[config.mk]
export PLATFORM = sky130hd
export DESIGN_NAME = ct_ciu_req_buf_flat
export DESIGN_NICKNAME = d
export VERILOG_FILES = /design/src/rtl/ct_ciu_req_buf_if.sv /design/src/rtl/ct_ciu_req_buf.sv /design/src/flat_wrapper.sv
export SDC_FILE = /design/constraint.sdc
export NUM_CORES = 1
export LEC_CHECK = 0
export CAP_MARGIN = 10
export CORE_ASPECT_RATIO = 1.2
export CORE_MARGIN = 3
export CORE_UTILIZATION = 57
export DETAILED_ROUTE_END_ITERATION = 8
export PLACE_DENSITY = 0.86
export SYNTH_ARGS = -nofsm -noshare
export SYNTH_HDL_FRONTEND = slang
export SYNTH_SLANG_ARGS = --single-unit
[constraint.sdc]
create_clock -name clk -period 13.8 [get_ports clk]
set_input_delay 1.38 -clock clk [delete_from_list [all_inputs] [get_ports clk]]
set_output_delay 1.38 -clock clk [all_outputs]
set_load 0.01 [all_outputs]
[src/rtl/ct_ciu_req_buf_if.sv]
// Request-buffer bus: upstream request port, ct_prio valid/sel/clr link and downstream output port.
// slave = buffer side, master = environment (upstream, picker and downstream consumer).
interface ct_ciu_req_buf_if #(
    parameter int NUM   = 4,
    parameter int DW    = 64,
    parameter int CNT_W = 3
);
    logic             in_vld;
    logic [DW-1:0]    in_data;
    logic             in_rdy;
    logic [NUM-1:0]   arb_valid;
    logic [NUM-1:0]   arb_sel;
    logic             arb_clr;
    logic             out_vld;
    logic [DW-1:0]    out_data;
    logic             out_rdy;
    logic [CNT_W-1:0] entry_cnt;
    logic             empty;
    logic             full;

    modport slave (
        input  in_vld, in_data, arb_sel, out_rdy,
        output in_rdy, arb_valid, arb_clr, out_vld, out_data, entry_cnt, empty, full
    );

    modport master (
        output in_vld, in_data, arb_sel, out_rdy,
        input  in_rdy, arb_valid, arb_clr, out_vld, out_data, entry_cnt, empty, full
    );
endinterface

[src/rtl/ct_ciu_req_buf.sv]
// NUM-entry request holding buffer feeding the ct_prio age-matrix picker.
// Optional combinational empty-buffer bypass: define CT_REQ_BUF_BYPASS_EN.
module ct_ciu_req_buf_entry #(
    parameter int DW = 64
) (
    input  logic          clk,
    input  logic          rst_b,
    input  logic          alloc,
    input  logic          sel,
    input  logic          acc,
    input  logic          out_rdy,
    input  logic [DW-1:0] in_data,
    output logic          busy,
    output logic          locked,
    output logic [DW-1:0] data
);
    typedef enum logic [1:0] {FREE, PEND, LOCK} st_e;
    st_e st_q, st_d;

    always_ff @(posedge clk or negedge rst_b) begin
        if (!rst_b) st_q <= FREE;
        else        st_q <= st_d;
    end

    always_comb begin
        st_d = st_q;
        unique case (st_q)
            FREE: if (alloc) st_d = PEND;
            // A presentation that stalls is pinned until the consumer takes it
            PEND: if (sel & acc) st_d = FREE;
                  else if (sel & ~out_rdy) st_d = LOCK;
            LOCK: if (sel & acc) st_d = FREE;
            default: st_d = FREE;
        endcase
    end

    always_ff @(posedge clk) begin
        if (alloc) data <= in_data;
    end

    assign busy   = (st_q != FREE);
    assign locked = (st_q == LOCK);
endmodule

module ct_ciu_req_buf #(
    parameter int NUM   = 4,
    parameter int DW    = 64,
    parameter int CNT_W = 3
) (
    input  logic clk,
    input  logic rst_b,
    ct_ciu_req_buf_if.slave bus
);
    logic [NUM-1:0]         busy_vec;
    logic [NUM-1:0]         lock_vec;
    logic [NUM-1:0]         free_vec;
    logic [NUM-1:0]         alloc_vec;
    logic [NUM-1:0][DW-1:0] ent_data;
    logic [DW-1:0]          sel_data;
    logic [CNT_W-1:0]       cnt_q;
    logic                   bypass;
    logic                   alloc_en;
    logic                   acc;

`ifdef CT_REQ_BUF_BYPASS_EN
    assign bypass = bus.empty & bus.in_vld & bus.out_rdy;
`else
    assign bypass = 1'b0;
`endif

    assign bus.full   = (cnt_q == CNT_W'(NUM));
    assign bus.empty  = (cnt_q == '0);
    assign bus.in_rdy = ~bus.full;
    assign bus.entry_cnt = cnt_q;

    assign alloc_en  = bus.in_vld & bus.in_rdy & ~bypass;
    assign free_vec  = ~busy_vec;
    // Isolate the lowest free entry
    assign alloc_vec = alloc_en ? (free_vec & (~free_vec + NUM'(1))) : '0;

    assign bus.arb_valid = (|lock_vec) ? lock_vec : busy_vec;

    for (genvar i = 0; i < NUM; i++) begin : g_ent
        ct_ciu_req_buf_entry #(.DW(DW)) u_ent (
            .clk     (clk),
            .rst_b   (rst_b),
            .alloc   (alloc_vec[i]),
            .sel     (bus.arb_sel[i]),
            .acc     (acc),
            .out_rdy (bus.out_rdy),
            .in_data (bus.in_data),
            .busy    (busy_vec[i]),
            .locked  (lock_vec[i]),
            .data    (ent_data[i])
        );
    end

    always_comb begin
        sel_data = '0;
        for (int i = 0; i < NUM; i++) sel_data |= ent_data[i] & {DW{bus.arb_sel[i]}};
    end

    assign bus.out_vld  = (|bus.arb_sel) | bypass;
    assign bus.out_data = bypass ? bus.in_data : sel_data;
    assign acc          = bus.out_vld & bus.out_rdy & ~bypass;
    assign bus.arb_clr  = acc;

    always_ff @(posedge clk or negedge rst_b) begin
        if (!rst_b) cnt_q <= '0;
        else        cnt_q <= cnt_q + CNT_W'(alloc_en) - CNT_W'(acc);
    end

    a_sel_onehot: assert property (@(posedge clk) disable iff (!rst_b) $onehot0(bus.arb_sel));
    a_one_lock:   assert property (@(posedge clk) disable iff (!rst_b) $onehot0(lock_vec));
endmodule

[src/flat_wrapper.sv]
// flat-port wrapper written by rule: the top's interface ports become plain ports
module ct_ciu_req_buf_flat 
#(
    parameter int NUM   = 4,
    parameter int DW    = 64,
    parameter int CNT_W = 3
)
  (clk, rst_b, bus_in_vld, bus_in_data, bus_arb_sel, bus_out_rdy, bus_in_rdy, bus_arb_valid, bus_arb_clr, bus_out_vld, bus_out_data, bus_entry_cnt, bus_empty, bus_full);
  ct_ciu_req_buf_if #(.NUM(NUM), .DW(DW), .CNT_W(CNT_W)) bus_i ();
  input  logic clk;
  input  logic rst_b;
  input wire logic [$bits(bus_i.in_vld)-1:0] bus_in_vld;
  input wire logic [$bits(bus_i.in_data)-1:0] bus_in_data;
  input wire logic [$bits(bus_i.arb_sel)-1:0] bus_arb_sel;
  input wire logic [$bits(bus_i.out_rdy)-1:0] bus_out_rdy;
  output wire logic [$bits(bus_i.in_rdy)-1:0] bus_in_rdy;
  output wire logic [$bits(bus_i.arb_valid)-1:0] bus_arb_valid;
  output wire logic [$bits(bus_i.arb_clr)-1:0] bus_arb_clr;
  output wire logic [$bits(bus_i.out_vld)-1:0] bus_out_vld;
  output wire logic [$bits(bus_i.out_data)-1:0] bus_out_data;
  output wire logic [$bits(bus_i.entry_cnt)-1:0] bus_entry_cnt;
  output wire logic [$bits(bus_i.empty)-1:0] bus_empty;
  output wire logic [$bits(bus_i.full)-1:0] bus_full;
  assign bus_i.in_vld = bus_in_vld;
  assign bus_i.in_data = bus_in_data;
  assign bus_i.arb_sel = bus_arb_sel;
  assign bus_i.out_rdy = bus_out_rdy;
  assign bus_in_rdy = bus_i.in_rdy;
  assign bus_arb_valid = bus_i.arb_valid;
  assign bus_arb_clr = bus_i.arb_clr;
  assign bus_out_vld = bus_i.out_vld;
  assign bus_out_data = bus_i.out_data;
  assign bus_entry_cnt = bus_i.entry_cnt;
  assign bus_empty = bus_i.empty;
  assign bus_full = bus_i.full;
  ct_ciu_req_buf #(.NUM(NUM), .DW(DW), .CNT_W(CNT_W)) u_core (.clk(clk), .rst_b(rst_b), .bus(bus_i));
endmodule
; Yosys cells after proc, flatten, opt, wreduce, memory -nomap -nowiden
; Cells that the tools add are included.
[totals]
register_bits = 267
in_bits = 72
out_inout_bits = 76
elab_cells = 92
[classes]
addsub = 3
n_eq_ne = 21
muxes = 22
bitwise = 22
n_reduce_logical = 15
[op_table]
columns = op, n
row1 = 64-bit bitwise AND, 4
row2 = 64-bit bitwise OR, 3
row3 = 2-bit 2-to-1 mux, 16
row4 = 2-bit one-hot mux with 3 select lines, 4
row5 = 2-bit by 1-bit != test with 1-bit output (second input constant), 8
row6 = 3-bit != test (second input constant), 4
row7 = 3-bit AND reduction, 4
row8 = 1-bit bitwise AND, 10
row9 = 2-bit by 1-bit == test with 1-bit output (second input constant), 4
row10 = 2-bit == test (second input constant), 4
row11 = 2-bit zero test, 4
row12 = 4-bit 2-to-1 mux, 2
row13 = 4-bit NOT, 2
row14 = 2-bit nonzero test, 4
row15 = 4-bit OR reduction, 2
row16 = 4-bit by 1-bit adder with 4-bit output (second input constant), 1
row17 = 4-bit bitwise AND, 1
row18 = 3-bit by 1-bit adder with 3-bit output, 1
row19 = 3-bit == test (second input constant), 1
row20 = 3-bit zero test, 1
row21 = 3-bit by 1-bit subtractor with 3-bit output, 1
row22 = 1-bit NOT, 2

; Logic depth before layout (Yosys ltp)
[logic_depth]
word_depth = 8
mapped_depth = 9
ltp_nobuf = 9

; By module
; A second synthesis with hierarchy kept.
[hier_totals]
cells_unflattened = 549
area_unflattened_um2 = 9743.1
[modules_own_cells]
columns = module, instances, cells_each, area_each_um2, seq_area_each_um2
row1 = ct_ciu_req_buf_entry, 4, 74, 2029.4, 1971.9
row2 = ct_ciu_req_buf, 1, 253, 1625.3, 75.1

; Worst setup path after synthesis
; Ideal clock, no wire load.
[synth_timing]
path_type = input to register
startpoint = in bus_in_vld
endpoint = reg u_core.g_ent[3].u_ent.data[0], enable pin
setup_time_ns = 0.644
t_arrival_ns = 7.707
slack_ns = 5.449
path_stages = 3
cell_sequence = o21a_1 -> o211ai_1 -> nor4_1
[synth_via]
elab_chain_cells = 2
[synth_lines]
columns = item, line_no
row1 = from (decl), flat_wrapper.sv:12  ; input wire logic [$bits(bus_i.in_vld)-1:0] bus_in_vld;
row2 = 1-bit bitwise AND, ct_ciu_req_buf.sv:76  ; assign alloc_en = bus.in_vld & bus.in_rdy & ~bypass;
row3 = 4-bit 2-to-1 mux, ct_ciu_req_buf.sv:79  ; assign alloc_vec = alloc_en ? (free_vec & (~free_vec + NUM'(1))) : '0;
row4 = net u_core.g_ent[3].u_ent.alloc, ct_ciu_req_buf.sv:8  ; input logic alloc,
row5 = to (signal assigned), ct_ciu_req_buf.sv:38  ; if (alloc) data <= in_data;
row6 = to (decl), ct_ciu_req_buf.sv:15  ; output logic [DW-1:0] data
; The timed path passes the listed nets, and every way through them passes these cells.
; A chain may end at the register's enable or synchronous reset.

; Worst setup path after layout
[layout_timing]
startpoint = in bus_arb_sel[0]
endpoint = out bus_arb_clr
[layout_via]
elab_chain_cells = 2
[layout_lines]
columns = item, line_no
row1 = from (decl), flat_wrapper.sv:14  ; input wire logic [$bits(bus_i.arb_sel)-1:0] bus_arb_sel;
row2 = 4-bit OR reduction, ct_ciu_req_buf.sv:103  ; assign bus.out_vld = (|bus.arb_sel) | bypass;
row3 = 1-bit bitwise AND, ct_ciu_req_buf.sv:105  ; assign acc = bus.out_vld & bus.out_rdy & ~bypass;
row4 = to (decl), flat_wrapper.sv:18  ; output wire logic [$bits(bus_i.arb_clr)-1:0] bus_arb_clr;
; No other way between the ends.

==> impl_metrics.xml <==
<?xml version="1.0" encoding="UTF-8"?>
<metrics>
  <group name="die">
    <metric name="die_h" unit="µm">149</metric>
    <metric name="initial_utilization" unit="%">58.8</metric>
    <metric name="fp.dieW" unit="µm">125</metric>
    <metric name="dieArea" unit="µm²">18500</metric>
    <metric name="floorplan.core_area" unit="µm²">16400</metric>
    <metric name="fp-row-count" unit="">51</metric>
    <metric name="top_level_ports" unit="">148</metric>
  </group>
  <group name="cells_and_area">
    <metric name="final_layout_size_suffix_gt1_share" unit="%">8.11</metric>
    <metric name="insertedDiodeCount" unit="">0</metric>
    <metric name="area.sequential" unit="µm²">7960</metric>
    <metric name="layout-area-overhead-vs-synth" unit="%">25.7</metric>
    <metric name="fin_nets" unit="">772</metric>
    <metric name="finish.utilization" unit="%">73.9</metric>
    <metric name="fillCellCount" unit="">896</metric>
    <metric name="final_design_instance_area_without_fill" unit="µm²">12100</metric>
    <metric name="multi_input_comb_area" unit="µm²">1560</metric>
  </group>
  <group name="hold_path">
    <metric name="path_type_of_the_worst_min_delay_path" unit="">register to register</metric>
    <metric name="worst_hold_path_cells" unit="">1</metric>
    <metric name="min-delay-start" unit="">u_core.bus.entry_cnt[1]</metric>
    <metric name="whs_endpoint" unit="">u_core.bus.entry_cnt[2]</metric>
  </group>
  <group name="synthesis">
    <metric name="synth_cells" unit="">543</metric>
    <metric name="cell_variety_after_synth" unit="">30</metric>
    <metric name="ys.warnings.count" unit="">0</metric>
    <metric name="synth-edff-count" unit="">256</metric>
    <metric name="syn-num-nets" unit="">618</metric>
    <metric name="most_used_flip_flop_cell_after_synthesis" unit="">sky130_fd_sc_hd__edfxtp_1</metric>
    <metric name="yosys_register_bits" unit="">267</metric>
    <metric name="syn-cell-area" unit="µm²">9650</metric>
    <metric name="ys_seq_area_share" unit="%">82.5</metric>
    <metric name="synth_area_per_cell" unit="µm²">17.8</metric>
    <metric name="ys_async_sr_fraction" unit="%">4.12</metric>
  </group>
  <group name="detailed_routing">
    <metric name="route.final.wire_length" unit="µm">21300</metric>
    <metric name="drtPass1Iterations" unit="">5</metric>
    <metric name="route.detailed.wl_per_inst" unit="µm">23.0</metric>
    <metric name="drt_first_iter_violations" unit="">812</metric>
    <metric name="ant_nets" unit="">0</metric>
    <metric name="viasPerCell" unit="">6.12</metric>
    <metric name="detailroute.via_count" unit="">5673</metric>
    <metric name="drcViolationCount" unit="">0</metric>
  </group>
  <group name="setup_path">
    <metric name="worstSetupEndpointType" unit="">primary output</metric>
    <metric name="worst_ep_arrival" unit="ns">3.18</metric>
    <metric name="timing.critical_path.required" unit="ns">12.42</metric>
    <metric name="worst-setup-path-type" unit="">input port to primary output</metric>
    <metric name="critical-path-slowest-cell" unit="">sky130_fd_sc_hd__or4_1</metric>
    <metric name="reg2reg_from" unit="">u_core.bus.entry_cnt[2]</metric>
    <metric name="reg2reg_depth" unit="">4</metric>
    <metric name="reg2reg_to" unit="">u_core.g_ent[3].u_ent.data[16]</metric>
    <metric name="cp-startpoint" unit="">bus_arb_sel[0]</metric>
    <metric name="critPathMaxStageDelay" unit="ns">0.63</metric>
    <metric name="critical_path.cell_chain" unit="">buf_2 &gt; buf_4 &gt; or4_1 &gt; and2_1 &gt; clkdlybuf4s50_1</metric>
    <metric name="critPathLaunchType" unit="">input port</metric>
    <metric name="cp.buffers_inverters" unit="">3</metric>
    <metric name="critical_path.top_delay_family" unit="">buffers and inverters</metric>
    <metric name="timing.critical_path.fanout_max" unit="">68</metric>
    <metric name="ff2ff_setup_slack" unit="ns">11.58</metric>
  </group>
  <group name="clocking">
    <metric name="postCtsHoldBufs" unit="">0</metric>
    <metric name="clock_insertion_delay_worst_skew" unit="ns">0.51</metric>
    <metric name="cts-htree-levels" unit="">1</metric>
    <metric name="cts.repair.resized" unit="">0</metric>
    <metric name="cell_at_the_root_of_the_clock_tree" unit="">sky130_fd_sc_hd__clkbuf_16</metric>
    <metric name="clock_path_buffers" unit="">3</metric>
    <metric name="cts_inserted_buffers" unit="">24</metric>
    <metric name="cts.clk_slew.worst_paths" unit="ns">0.07</metric>
    <metric name="cts.sinks" unit="">267</metric>
    <metric name="tritoncts" unit="">done</metric>
    <metric name="post_cts.repair.setup_buffers" unit="">0</metric>
  </group>
  <group name="global_route">
    <metric name="largest_net_degree_at_the_start_of_global_routing" unit="">69</metric>
    <metric name="grt-ovfl-total" unit="">0</metric>
    <metric name="grt_pass1_wl" unit="µm">32100</metric>
    <metric name="antenna_found_initial" unit="">0</metric>
    <metric name="grt.total_usage" unit="%">22.2</metric>
    <metric name="via_count_of_the_first_global_routing_pass" unit="">5751</metric>
  </group>
  <group name="run_status">
    <metric name="outcome" unit="">completed</metric>
  </group>
  <group name="sta">
    <metric name="slew-limit-headroom" unit="%">32.2</metric>
    <metric name="share_of_the_clock_period_used_by_the_worst_path" unit="%">33.0</metric>
    <metric name="fmaxAchievable" unit="MHz">219</metric>
    <metric name="fin_tns_setup" unit="ns">0</metric>
    <metric name="setup_viol" unit="">0</metric>
    <metric name="final_max_slew_viol_count" unit="">0</metric>
    <metric name="number_of_hold_slack_violations_in_the_final_timing_report" unit="">0</metric>
    <metric name="transition_time_at_the_pin_with_the_least_slew_margin" unit="ns">1.02</metric>
    <metric name="min_period" unit="ns">4.56</metric>
    <metric name="timing.clock.skew" unit="ns">0.0271</metric>
    <metric name="grt_setup_unrepaired" unit="">false</metric>
  </group>
  <group name="placed_design">
    <metric name="gp_congestion" unit="">0.822</metric>
    <metric name="dpl_cell_area" unit="µm²">11300</metric>
    <metric name="hpwl_detailed" unit="µm">11700</metric>
    <metric name="port_buffers" unit="">147</metric>
  </group>
  <group name="flow_run">
    <metric name="timing.max_cap.violations" unit="">0</metric>
  </group>
  <group name="power">
    <metric name="ir_worst_vdd" unit="mV">0.141</metric>
    <metric name="p_total" unit="W">0.00219</metric>
    <metric name="power-per-cell-area" unit="nW/µm²">180</metric>
    <metric name="total_leakage_power" unit="nW">4.20</metric>
  </group>
</metrics>
-- worst max-delay path by stage --
stage                                    endpoint  slack (ns)  cells after the start
floorplan           u_core.g_ent[3].u_ent.data[0]        5.45                      3
global placement                      bus_arb_clr        9.28                      5
detailed placement                    bus_arb_clr        9.25                      5
CTS                                   bus_arb_clr        9.26                      5
global route                          bus_arb_clr        9.19                      5
finish                                bus_arb_clr        9.24                      5
-- report_power, final --
group / leakage, nW / internal (W) / switching (W)
clock: 0.387 / 0.000385 / 0.000273
combinational: 1.33 / 0.000166 / 0.000230
sequential: 2.49 / 0.00107 / 0.0000580
total: 4.20 / 0.00163 / 0.000562
-- placed cells by master (no fill, tap or decap), types with 8 or more instances in the layout --
cell                              count
sky130_fd_sc_hd__a21oi_1              8
sky130_fd_sc_hd__a22oi_1            128
sky130_fd_sc_hd__buf_4               10
sky130_fd_sc_hd__clkbuf_16           25
sky130_fd_sc_hd__clkdlybuf4s50_1    143
sky130_fd_sc_hd__dfrtp_1             11
sky130_fd_sc_hd__edfxtp_1           256
sky130_fd_sc_hd__nand2_1             67
sky130_fd_sc_hd__nor2b_1              8
-- cells by family (layout without fill, tap and decap cells) --
logic type	after synthesis	in the layout	synth area share [%]
buffers and inverters	34	206	1.49
and+or+nand+nor	91	91	4.19
adders and majority gates	3	3	0.467
AOI/OAI and AO/OA	146	146	11.2
xor gates and xnor gates	2	2	0.182
DFF	267	267	82.5
-- sequential cells by signal, indices dropped and copies added (netlist names) --
| register | cells |
|---|---|
| u_core.g_ent.u_ent.st_q | 8 |
| u_core.bus.entry_cnt | 3 |
| u_core.g_ent.u_ent.data | 256 |
-- metrics by stage --
stage / std cells / worst slack (ns) / hold WS [ns]
after floorplan: 543 / 5.45 / 0.495
after global placement: 883 / 9.28 / 0.529
after detailed placement: 883 / 9.25 / 0.554
after CTS: 927 / 9.26 / 0.576
after global routing: 927 / 9.19 / 0.613
final: 927 / 9.24 / 0.574
-- routing by layer --
layer,up-vias,track usage [%],part of all wire [%]
met4,0,8.00,2.6
met2,279,38.8,53
met5,-,0,0
met1,2865,28.3,37
met3,42,4.06,7.2
li1,2487,-,-
-- cell type report --
cell class / count / area share, %
Timing Repair Buffer: 157 / 12.6
Tap cell: 212 / 2.19
Clock inverter: 12 / 0.918
Sequential cell: 267 / 65.7
Multi-Input combinational cell: 242 / 12.9
Clock buffer: 32 / 5.62
Inverter: 5 / 0.155
-- cell usage after synthesis, drive strengths merged, types with 3 or more instances --
cell    count  area share (%)
a21o        5            0.39
a21oi       8            0.41
a22oi     128              10
buf        13            0.67
clkbuf     16            0.62
dfrtp      11             2.9
edfxtp    256              80
inv         5            0.19
nand2      67             2.6
nor2        5            0.19
nor2b       8            0.52
nor3        3            0.16
No activity file was read; power rests on OpenSTA's default activity.
